$ cat src/rtl/wb_wide_pkg.sv
// wb_wide_pkg: shared FSM states and Wishbone word/select widths for the wide reader.
package wb_wide_pkg;
  typedef enum logic [1:0] {IDLE, ISSUE, WAIT, DONE} state_e;
  localparam int WORD_W = 32;
  localparam int SEL_W = 4;
  localparam logic [SEL_W-1:0] SEL_ALL = '1;
endpackage

$ cat src/rtl/wb_wide_timeout.sv
// wb_wide_timeout: counts idle bus cycles and flags expiry once TIMEOUT is reached.
module wb_wide_timeout #(
  parameter int TIMEOUT = 255
) (
  input  logic clk_i,
  input  logic rst_n_i,
  input  logic clear_i,
  input  logic enable_i,
  output logic expired_o
);
  localparam int TW = $clog2(TIMEOUT + 1);
  logic [TW-1:0] cnt_q, cnt_d;
  always_comb begin
    expired_o = cnt_q == TW'(TIMEOUT);
    cnt_d = clear_i ? '0 : (enable_i & ~expired_o) ? cnt_q + TW'(1) : cnt_q;
  end
  always_ff @(posedge clk_i or negedge rst_n_i)
    if (!rst_n_i) cnt_q <= '0;
    else cnt_q <= cnt_d;
endmodule

$ cat src/rtl/wb_wide_reader.sv
// wb_wide_reader: request-driven Wishbone pipelined master doing NWORDS-beat reads or single writes.
module wb_wide_reader
  import wb_wide_pkg::*;
#(
  parameter int ADDR_WIDTH = 8,
  parameter int NWORDS = 4,
  parameter int TIMEOUT = 255
) (
  input  logic                     clk_i,
  input  logic                     rst_n_i,
  input  logic                     req_valid_i,
  output logic                     req_ready_o,
  input  logic                     req_we_i,
  input  logic [ADDR_WIDTH-3:0]    req_adr_i,
  input  logic [WORD_W-1:0]        req_wdat_i,
  output logic                     rsp_valid_o,
  output logic                     rsp_err_o,
  output logic [WORD_W*NWORDS-1:0] rsp_data_o,
  output logic                     wb_cyc_o,
  output logic                     wb_stb_o,
  output logic                     wb_we_o,
  output logic [ADDR_WIDTH-3:0]    wb_adr_o,
  output logic [SEL_W-1:0]         wb_sel_o,
  output logic [WORD_W-1:0]        wb_dat_o,
  input  logic                     wb_ack_i,
  input  logic                     wb_err_i,
  input  logic                     wb_rty_i,
  input  logic                     wb_stall_i,
  input  logic [WORD_W-1:0]        wb_dat_i
);
  localparam int AW = ADDR_WIDTH - 2;
  localparam int CW = $clog2(NWORDS + 1);
  localparam int DW = WORD_W * NWORDS;
  state_e state_q, state_d;
  logic we_q, we_d, cyc_q, cyc_d, stb_q, stb_d, err_q, err_d;
  logic [AW-1:0] adr_q, adr_d;
  logic [WORD_W-1:0] dat_q, dat_d;
  logic [SEL_W-1:0] sel_q, sel_d;
  logic [CW-1:0] iss_q, iss_d, ack_q, ack_d, n;
  logic [DW-1:0] data_q, data_d;
  logic hs, busy, beat, last_beat, ack_ok, abort, expired;

  wb_wide_timeout #(.TIMEOUT(TIMEOUT)) u_timeout (
    .clk_i    (clk_i),
    .rst_n_i  (rst_n_i),
    .clear_i  (hs | (cyc_q & wb_ack_i)),
    .enable_i (busy),
    .expired_o(expired)
  );

  always_comb begin
    n = we_q ? CW'(1) : CW'(NWORDS);
    hs = req_valid_i & (state_q == IDLE);
    busy = (state_q == ISSUE) | (state_q == WAIT);
    beat = stb_q & ~wb_stall_i;
    last_beat = beat & (iss_q + CW'(1) == n);
    // An ack coinciding with err/rty is treated as the error, so it neither counts nor stores data.
    ack_ok = cyc_q & wb_ack_i & ~wb_err_i & ~wb_rty_i & (ack_q < n);
    abort = cyc_q & (wb_err_i | wb_rty_i | expired);
    state_d = state_q;
    we_d = we_q;
    cyc_d = cyc_q;
    stb_d = stb_q;
    err_d = err_q;
    adr_d = adr_q;
    dat_d = dat_q;
    sel_d = sel_q;
    iss_d = iss_q;
    ack_d = ack_q;
    data_d = data_q;
    if (ack_ok) begin
      ack_d = ack_q + CW'(1);
      if (!we_q)
        for (int k = 0; k < NWORDS; k++)
          if (ack_q == CW'(k)) data_d[WORD_W*k +: WORD_W] = wb_dat_i;
    end
    if (beat) begin
      adr_d = adr_q + AW'(1);
      iss_d = iss_q + CW'(1);
      if (last_beat) stb_d = 1'b0;
    end
    case (state_q)
      IDLE: if (hs) begin
        state_d = ISSUE;
        we_d = req_we_i;
        adr_d = req_adr_i;
        dat_d = req_wdat_i;
        cyc_d = 1'b1;
        stb_d = 1'b1;
        sel_d = SEL_ALL;
        iss_d = '0;
        ack_d = '0;
        err_d = 1'b0;
      end
      ISSUE, WAIT: begin
        if (abort || ack_q == n) begin
          state_d = DONE;
          cyc_d = 1'b0;
          stb_d = 1'b0;
          sel_d = '0;
          err_d = abort;
        end else if (state_q == ISSUE && last_beat) begin
          state_d = WAIT;
        end
      end
      DONE: begin
        state_d = IDLE;
        err_d = 1'b0;
      end
      default: state_d = IDLE;
    endcase
  end

  always_ff @(posedge clk_i or negedge rst_n_i)
    if (!rst_n_i) begin
      state_q <= IDLE;
      we_q <= 1'b0;
      cyc_q <= 1'b0;
      stb_q <= 1'b0;
      err_q <= 1'b0;
      adr_q <= '0;
      dat_q <= '0;
      sel_q <= '0;
      iss_q <= '0;
      ack_q <= '0;
      data_q <= '0;
    end else begin
      state_q <= state_d;
      we_q <= we_d;
      cyc_q <= cyc_d;
      stb_q <= stb_d;
      err_q <= err_d;
      adr_q <= adr_d;
      dat_q <= dat_d;
      sel_q <= sel_d;
      iss_q <= iss_d;
      ack_q <= ack_d;
      data_q <= data_d;
    end

  assign req_ready_o = state_q == IDLE;
  assign rsp_valid_o = state_q == DONE;
  assign rsp_err_o = err_q;
  assign rsp_data_o = data_q;
  assign wb_cyc_o = cyc_q;
  assign wb_stb_o = stb_q;
  assign wb_we_o = we_q;
  assign wb_adr_o = adr_q;
  assign wb_sel_o = sel_q;
  assign wb_dat_o = dat_q;
endmodule

$ cat config.mk
export PLATFORM = sky130hd
export DESIGN_NAME = wb_wide_reader
export DESIGN_NICKNAME = d
export VERILOG_FILES = /design/src/rtl/wb_wide_pkg.sv /design/src/rtl/wb_wide_timeout.sv /design/src/rtl/wb_wide_reader.sv
export SDC_FILE = /design/constraint.sdc
export NUM_CORES = 1
export LEC_CHECK = 0
export BUFFER_PORTS_ARGS = -buffer_cell sky130_fd_sc_hd__buf_2
export CAP_MARGIN = 10
export CORE_ASPECT_RATIO = 1.4
export CORE_MARGIN = 10
export CORE_UTILIZATION = 49
export DETAILED_ROUTE_END_ITERATION = 7
export PLACE_DENSITY = 0.8
export SETUP_SLACK_MARGIN = 0.4
export SLEW_MARGIN = 25
export SYNTH_ARGS = -nofsm -noshare
export SYNTH_HDL_FRONTEND = slang
export SYNTH_HIERARCHICAL = 1
export SYNTH_SLANG_ARGS = --single-unit
$ cat constraint.sdc
create_clock -name clk_i -period 4.93 [get_ports clk_i]
set_clock_uncertainty 0.2 [all_clocks]
set_input_delay 0.986 -clock clk_i [delete_from_list [all_inputs] [get_ports clk_i]]
set_output_delay 0.986 -clock clk_i [all_outputs]
set_load 0.03 [all_outputs]
* After elaboration in Yosys (flattened, before gate mapping)
Index checks and enable logic that the tools add are counted.
** Operators by class
- Add/subtract/negate cells :: 4
- $lt $le $gt $ge :: 1
- Equality and inequality tests :: 12
- Mux-type cells :: 30
- Bitwise gates (word level) :: 18
- Reduce and logical (&&, ||, !) cells :: 15
** Operator list (count)
- 3-bit 2-to-1 mux :: 7
- 6-bit 2-to-1 mux :: 3
- 8-bit 2-to-1 mux :: 2
- 3-bit AND reduction :: 5
- 1-bit AND :: 9
- 8-bit by 1-bit adder with 8-bit output (second input constant) :: 1
- 8-bit == test (second input constant) :: 1
- 1-bit 2-to-1 mux :: 8
- 4-bit 2-to-1 mux :: 2
- 4-bit case mux with 2 select lines :: 1
- 3-bit by 1-bit adder with 3-bit output (second input constant) :: 2
- 6-bit by 1-bit adder with 6-bit output (second input constant) :: 1
- 3-bit by 2-bit == test with 1-bit output (second input constant) :: 2
- 3-bit == test :: 2
- 2-bit 2-to-1 mux :: 3
- 2-bit case mux with 3 select lines :: 1
- 2-bit AND reduction :: 3
- 1-bit NOT :: 5
- 2-bit == test (second input constant) :: 2
- 1-bit OR :: 4
- 1-bit case mux with 2 select lines :: 2
- 2-bit nonzero test :: 2
- 3-bit by 1-bit == test with 1-bit output (second input constant) :: 1
- 3-bit zero test :: 1
- 10 further kinds :: 10
** Storage, ports and cells
- Flip-flop bits (word level) :: 190
- Input bits :: 78
- Output and inout bits :: 176
- Word-level logic and storage cells :: 95

* Logic depth before layout (Yosys ltp)
Gate-level depths: netlist of run 1.
- Depth after elaboration :: 7
- Depth in mapped cells :: 8
- Mapped depth without buffers :: 7

* By module
The synthesis of run 1 kept the hierarchy.
** By module, submodules not included
- wb_wide_reader :: times used 1, cells each 522, area each 7091.8 um^2, sequential area each 4454.3 um^2
- wb_wide_timeout :: times used 1, cells each 46, area each 473.0 um^2, sequential area each 200.2 um^2

* Least setup slack after synthesis of run 1
Ideal clock, no wire load.
- Path kind :: input port to flip-flop
- Start point :: input port wb_err_i
- End point :: register data_q[10], in the netlist rsp_data_o[10]
- Library setup time :: 125 ps
- Arrival time :: 2538 ps
- Data required time :: 4605 ps
- Path slack :: 2067 ps
- Stages on the path :: 5
- Path buffers :: 1
- Cells stage by stage :: or3_2 > a2111oi_4 > nand3_1 > buf_6 > mux2_2
** Between the ends
- Longest elaborated chain between the ends :: 5
** Ends and longest elaborated chain
- start, declared :: RTL line wb_wide_reader.sv:26 : input logic wb_err_i,
- 1-bit NOT :: RTL line wb_wide_reader.sv:58 : ack_ok = cyc_q & wb_ack_i & ~wb_err_i & ~wb_rty_i & (ack_q < n);
- 1-bit AND (3 in series) :: RTL line wb_wide_reader.sv:58
- 3-bit AND reduction (no source line)
- end signal, assigned :: RTL line wb_wide_reader.sv:138 : data_q <= data_d;
- end, declared :: RTL line wb_wide_reader.sv:40 : logic [DW-1:0] data_q, data_d;
Every way passes these cells.
A chain may end at the register's enable or synchronous reset.

* Worst setup path in the final report of run 1
- Start point :: register we_q, in the netlist wb_we_o
- End point :: register data_q[101], in the netlist rsp_data_o[101]
** Between the ends
- Longest elaborated chain between the ends :: 4
- Elaborated cells between the ends (all ways) :: 5
- Classes of those cells :: order compare (1); mux (1); bitwise (2); reduce/logical (1)
** Ends and longest elaborated chain
- start, declared :: RTL line wb_wide_reader.sv:35 : logic we_q, we_d, cyc_q, cyc_d, stb_q, stb_d, err_q, err_d;
- start signal, assigned :: RTL line wb_wide_reader.sv:129 : we_q <= we_d;
- 3-bit 2-to-1 mux :: RTL line wb_wide_reader.sv:52 : n = we_q ? CW'(1) : CW'(NWORDS);
- 3-bit < comparator :: RTL line wb_wide_reader.sv:58
- 1-bit AND :: RTL line wb_wide_reader.sv:58
- 3-bit AND reduction (no source line) (*)
Every way passes the cells marked *; elsewhere a longest branch is shown, timed or not.

==> metrics, run 1 <==
Area Overhead vs Synth=26.9%; #FFs+latches synth=186; crit-path max cell delay=0.60 ns; Ant. Diodes=0; gpl congestion=0.768; cts repair resizes=0; # DRC=0; Netlist cell types=44; met1 GRT Util=0.200; Area contributors post-synth=dfrtp_1 62%, mux2_2 19%, nand2_1 5.7%, ha_1 2.2%, buf_6 1.5%; Worst Slack Setup Final=1.83 ns; CTS Buffer Depth=2; Final Setup Violations=0; DIE AREA=0.0209 mm2; share of the synthesized area in the top cell type=0.615; CP max-delay cell=nand2_2; Port Buf Inserts=253; Ports=254; final max-slew violation count=0; largest net degree at the start of global routing=91; CP Capture Type=register; Die Y=167 um; Num CTS Buffers=17; Slew @ Worst Pin=0.874 ns; maximum fanout along the worst path=32; Post-layout nets=910; status=completed; DP Cell Count=992; Starting Density=0.500; syn avg cell area=13.3 um2; antenna-violating nets left=0; Top FF cell, synth=dfrtp_1; Hold Slack=0.277 ns; CP Launch Type=register; routing usage on met3=0.0740; global-route wire length before repair=31,100 um; most frequent cell after synthesis=dfrtp_1; row count=53; fmax=322 MHz; Hold Crit Class=reg -> reg; max_cap viols=0; Mapped Cells=568; DR vias/cell=5.13; Cell Area, Synth=0.00756 mm2; Rel. slew slack=0.415; Yosys warning total=6; crit path time final=3.10 ns; Crit path buffers/inverters=0; critical path class=reg -> reg; CP Cell Sequence=ha_1, or3_2, a2111oi_4, nand2_2, mux2_2; Final Non-Filler Cells=1,024; CP Data Required Time=5.04 ns; Post-synth ARST share=1.00; Die X-Extent=125 um; Synth area leader=dfrtp_1; Post-synth EDFFs=0; Setup Total Neg Slack=0 ns; DP Worst Slack=1.37 ns; ratio of cells with drive above 1 in the final layout=0.518; Num Clock Sinks=186; post-DR wirelength/cell=18.6 um; # hold bufs at CTS=0; top cells by count, synth=186 x dfrtp_1, 128 x mux2_2, 115 x nand2_1; PwrDens=534 mW/mm2; RSZ-0062 raised after global routing=false; Initial DRT Pass Iterations=4; grt peak-use layer=met2; crit path DAT=3.22 ns; CTS root buf=clkbuf_16; met2 Resource Use GR=0.307; vias in the first global route=5,834; Post-DP HPWL=14,000 um; Final Hold Viols=0; grt total ovfl=0; clk slew on worst S/H paths=0.08 ns; vias=5,250; worst skew pair latency=0.42 ns; GRT Resource Usage Total=0.182; maximum VDD drop=0.317 mV; Post-CTS Setup Inserts=0; CP delay by family, top=simple AND/OR/NAND/NOR gates; drt initial violations=282; number of H-tree levels=4; Detailed Route WL=19,000 um; syn_nets=659; sequential area share after synthesis=0.615; Static Leak=5.47 nW; total core area=0.0151 mm2; initial antenna violation count=0; CTS tree=done; crit share post-route=0.630
==> worst register-to-register path, stage by stage (launching register included) <==
cell       delay, ns
dfrtp_1         0.49
ha_1            0.26
or3_2           0.47
a2111oi_4       0.45
nand2_2         0.60
mux2_2          0.53
==> state kept, by name (all words and copies together), names as in the netlist <==
signal and count:
ack_q 3, iss_q 3, rsp_data_o 128, rsp_err_o 1, state_q 2, u_timeout/cnt_q 8
wb_adr_o 6, wb_dat_o 32, wb_sel_o 1, wb_stb_o 1, wb_we_o 1
==> layout by cell type (no fill, tap or decap), drive strengths merged, types with 2 or more instances in the layout <==
| cell type | count |
|---|---|
| or3 | 3 |
| a2111oi | 2 |
| nand3 | 6 |
| nor3b | 3 |
| clkinv | 4 |
| nor2 | 8 |
| mux2i | 6 |
| nand4 | 4 |
| dfrtp | 186 |
| inv | 16 |
| o211ai | 2 |
| o21a | 2 |
| nand2b | 4 |
| nor2b | 3 |
| nand2 | 115 |
| ha | 13 |
| a21oi | 6 |
| clkbuf | 17 |
| and3 | 4 |
| o31ai | 3 |
| mux2 | 129 |
| xnor2 | 4 |
| a211oi | 3 |
| bufinv | 2 |
| a21boi | 2 |
| xor2 | 5 |
| o21ai | 9 |
| buf | 260 |
| and2 | 2 |
==> routing by layer <==
layer / up-vias / routed length, um
li1: 2449 / -
met1: 2563 / 7320
met2: 205 / 9440
met3: 33 / 1700
met4: 0 / 554
met5: - / 0
==> report_power, final <==
group / total [mW] / switching (mW) / internal, mW
registers: 2.05 / 0.212 / 1.84
clock network: 1.45 / 0.660 / 0.791
logic: 1.63 / 1.10 / 0.530
total: 5.13 / 1.97 / 3.16
==> cell type report <==
type / count / area, um2
repair buffers: 260 / 1340
multi-input cells: 347 / 2700
clock buffers: 17 / 425
fillers: 1143 / 5520
flip-flops and latches: 186 / 4650
well taps: 192 / 240
clock inverters: 15 / 216
inverters: 7 / 26.3
==> per-stage QoR <==
stage	util	power [mW]	instance area (um2)
floorplan	-	3.19	7560
global placement	0.593	3.67	8960
detailed placement	0.593	3.72	8960
CTS	0.635	5.19	9600
global route	0.635	5.41	9600
finish	0.635	5.13	9600
==> final timing paths <==
kind                                   from              end  slack [ns]  depth (start not counted)
worst min register to register  wb_dat_o[5]      wb_dat_o[5]        0.28                          2
worst max register to register      wb_we_o  rsp_data_o[101]        1.83                          5
worst min-delay path            wb_dat_o[5]      wb_dat_o[5]        0.28                          2
min in group asynchronous           rst_n_i   rsp_data_o[91]        0.40                          1
max in group asynchronous           rst_n_i   rsp_data_o[64]        3.18                          2
worst max-delay path                wb_we_o  rsp_data_o[101]        1.83                          5
==> cell families after synthesis <==
kind of cell	share of synthesized area
simple gates	0.0910
compound gates	0.0314
xor+xnor	0.0104
fa+ha+maj	0.0215
buf+inv	0.0299
flops	0.615
mux	0.200
Power figures use the tool's default switching activity.
==> run 2, diff against run 1 <==
==> constraint.sdc (replaced) <==
create_clock -name clk_i -period 3.2 [get_ports clk_i]
set_clock_uncertainty 0.2 [all_clocks]
set_input_delay 0.64 -clock clk_i [delete_from_list [all_inputs] [get_ports clk_i]]
set_output_delay 0.64 -clock clk_i [all_outputs]
set_load 0.03 [all_outputs]
==> metrics, run 2 (same netlist as run 1, synthesis figures left out) <==
# DRC=0 (unchanged); grt total ovfl=0 (unchanged); DR vias/cell=5.11 (-0.37%); maximum VDD drop=0.510 mV (+61%); Final Hold Viols=0 (unchanged); Slew @ Worst Pin=0.691 ns (-0.183 ns); global-route wire length before repair=31,300 um (+0.42%); antenna-violating nets left=0 (unchanged); CP Data Required Time=3.31 ns (-1.73 ns); number of H-tree levels=4 (unchanged); Rel. slew slack=0.536 (+0.121); commonest non-fill, non-tap cells in the layout=252 x buf_2, 186 x dfrtp_1, 128 x mux2_2; crit share post-route=0.799 (+0.169); largest net degree at the start of global routing=73 (-20%); cts repair resizes=0 (unchanged); Die Y=167 um (unchanged); vias in the first global route=5,890 (+0.96%); Area Overhead vs Synth=27.1%; storage element area=0.00465 mm2 (unchanged); clk slew on worst S/H paths=0.08 ns (about the same); CTS root buf=clkbuf_16; overall power=7.84 mW (+53%); Die X-Extent=125 um (unchanged); CP max-delay cell=or3_2; ratio of cells with drive above 1 in the final layout=0.521 (+0.00288); Num CTS Buffers=17 (unchanged); PwrDens=815 mW/mm2 (+53%); gpl congestion=0.778 (+1.3%); Detailed Route WL=19,100 um (+0.42%); crit path DAT=2.66 ns (-0.56 ns); Num Clock Sinks=186 (unchanged); Setup Total Neg Slack=0 ns (unchanged); crit-path max cell delay=0.45 ns (-0.15 ns); Initial DRT Pass Iterations=4 (unchanged); final max-slew violation count=0 (unchanged); Post-CTS Setup Inserts=0 (unchanged); CP Cell Sequence=ha_1, or3_2, a2111oi_4, nand3_2, buf_4, mux2_2; Static Leak=5.48 nW (+0.19%); total core area=0.0151 mm2 (unchanged); GRT Resource Usage Total=0.184 (+0.00139); max_cap viols=0 (unchanged); vias=5,256 (+0.11%); CTS Buffer Depth=2 (unchanged); initial antenna violation count=0 (unchanged); worst skew pair latency=0.42 ns (about the same); post-DR wirelength/cell=18.6 um (about the same); CP delay by family, top=simple AND/OR/NAND/NOR gates; critical path class=reg -> reg; commonest non-fill, non-tap cell in the layout=buf_2; Hold Crit Class=in -> async; drt initial violations=267 (-5.3%); footprint of the multi-input gates=0.00270 mm2 (unchanged); RSZ-0062 raised after global routing=false; Post-DP HPWL=14,100 um (+1.1%); Crit path buffers/inverters=1 (+1); max FFs per register=128 (unchanged); crit path time final=2.56 ns (-0.547 ns); maximum fanout along the worst path=32 (unchanged); # hold bufs at CTS=0 (unchanged); Fillers=1,131 (-1.0%); Ant. Diodes=0 (unchanged); Ports=254 (unchanged); Post-layout nets=915 (+0.55%); CP Launch Type=register; fmax=391 MHz (+21%); DIE AREA=0.0209 mm2 (unchanged); Final Setup Violations=0 (unchanged); status=completed; row count=53 (unchanged); Starting Density=0.500 (unchanged); Hold Slack=0.0312 ns (-0.246 ns); CP Capture Type=register; CTS tree=done; Port Buf Inserts=253 (unchanged)
## run 2: cell types whose count changed in the layout (fill, tap and decap cells not counted), sizes merged
cell      change
buf           +5
clkinvlp      +1
bufinv        -1
## run 2: path summary, 6_finish.rpt
path	from	endpoint	slack, ns	cells after the start
setup reg to reg	wb_we_o	rsp_data_o[14]	0.64	6
hold reg to reg	wb_dat_o[31]	wb_dat_o[31]	0.28	2
setup / recovery	wb_we_o	rsp_data_o[14]	0.64	6
min in group clk_i	req_wdat_i[16]	wb_dat_o[16]	0.20	3
max in group asynchronous	rst_n_i	rsp_data_o[98]	1.92	2
hold / removal	rst_n_i	rsp_data_o[91]	0.03	1
## run 2: where the power goes
| group | switching (mW) | total [mW] | internal, mW |
|---|---|---|---|
| sequential | 0.310 | 3.14 | 2.83 |
| combinational | 1.71 | 2.53 | 0.826 |
| clock | 1.03 | 2.17 | 1.14 |
| total | 3.05 | 7.84 | 4.79 |
## run 2: per-layer routing
metal  up-vias  global-route usage  wire length [um]
li1       2464                   -                 -
met1      2559               0.199              7380
met2       205               0.316              9510
met3        28              0.0756              1750
met4         0              0.0638               450
met5         -                   0                 0
## run 2: worst register-to-register path: cells and delay by family, from the launching register on
| family | cells | cell delay (ns) |
|---|---|---|
| buf+inv | 1 | 0.29 |
| simple gates | 2 | 0.56 |
| flops | 1 | 0.39 |
| fa+ha+maj | 1 | 0.18 |
| compound gates | 1 | 0.45 |
| mux | 1 | 0.37 |
## run 2: per-stage QoR
| step | worst slack [ns] | instance area [um2] | util | std cells |
|---|---|---|---|---|
| global placement | 0.422 | 9000 | 0.595 | 997 |
| floorplan | 0.587 | 7560 | - | 568 |
| detailed placement | 0.392 | 9000 | 0.595 | 997 |
| finish | 0.642 | 9620 | 0.636 | 1029 |
| CTS | 0.628 | 9620 | 0.636 | 1029 |
| global route | 0.506 | 9620 | 0.636 | 1029 |
## run 2: final cells by class
class / instances / share of cell area
sequential: 186 / 0.484
multi-input combinational: 347 / 0.281
timing repair buffer: 265 / 0.143
clock buffer: 17 / 0.0442
tap: 192 / 0.0250
clock inverter: 15 / 0.0202
inverter: 7 / 0.00273
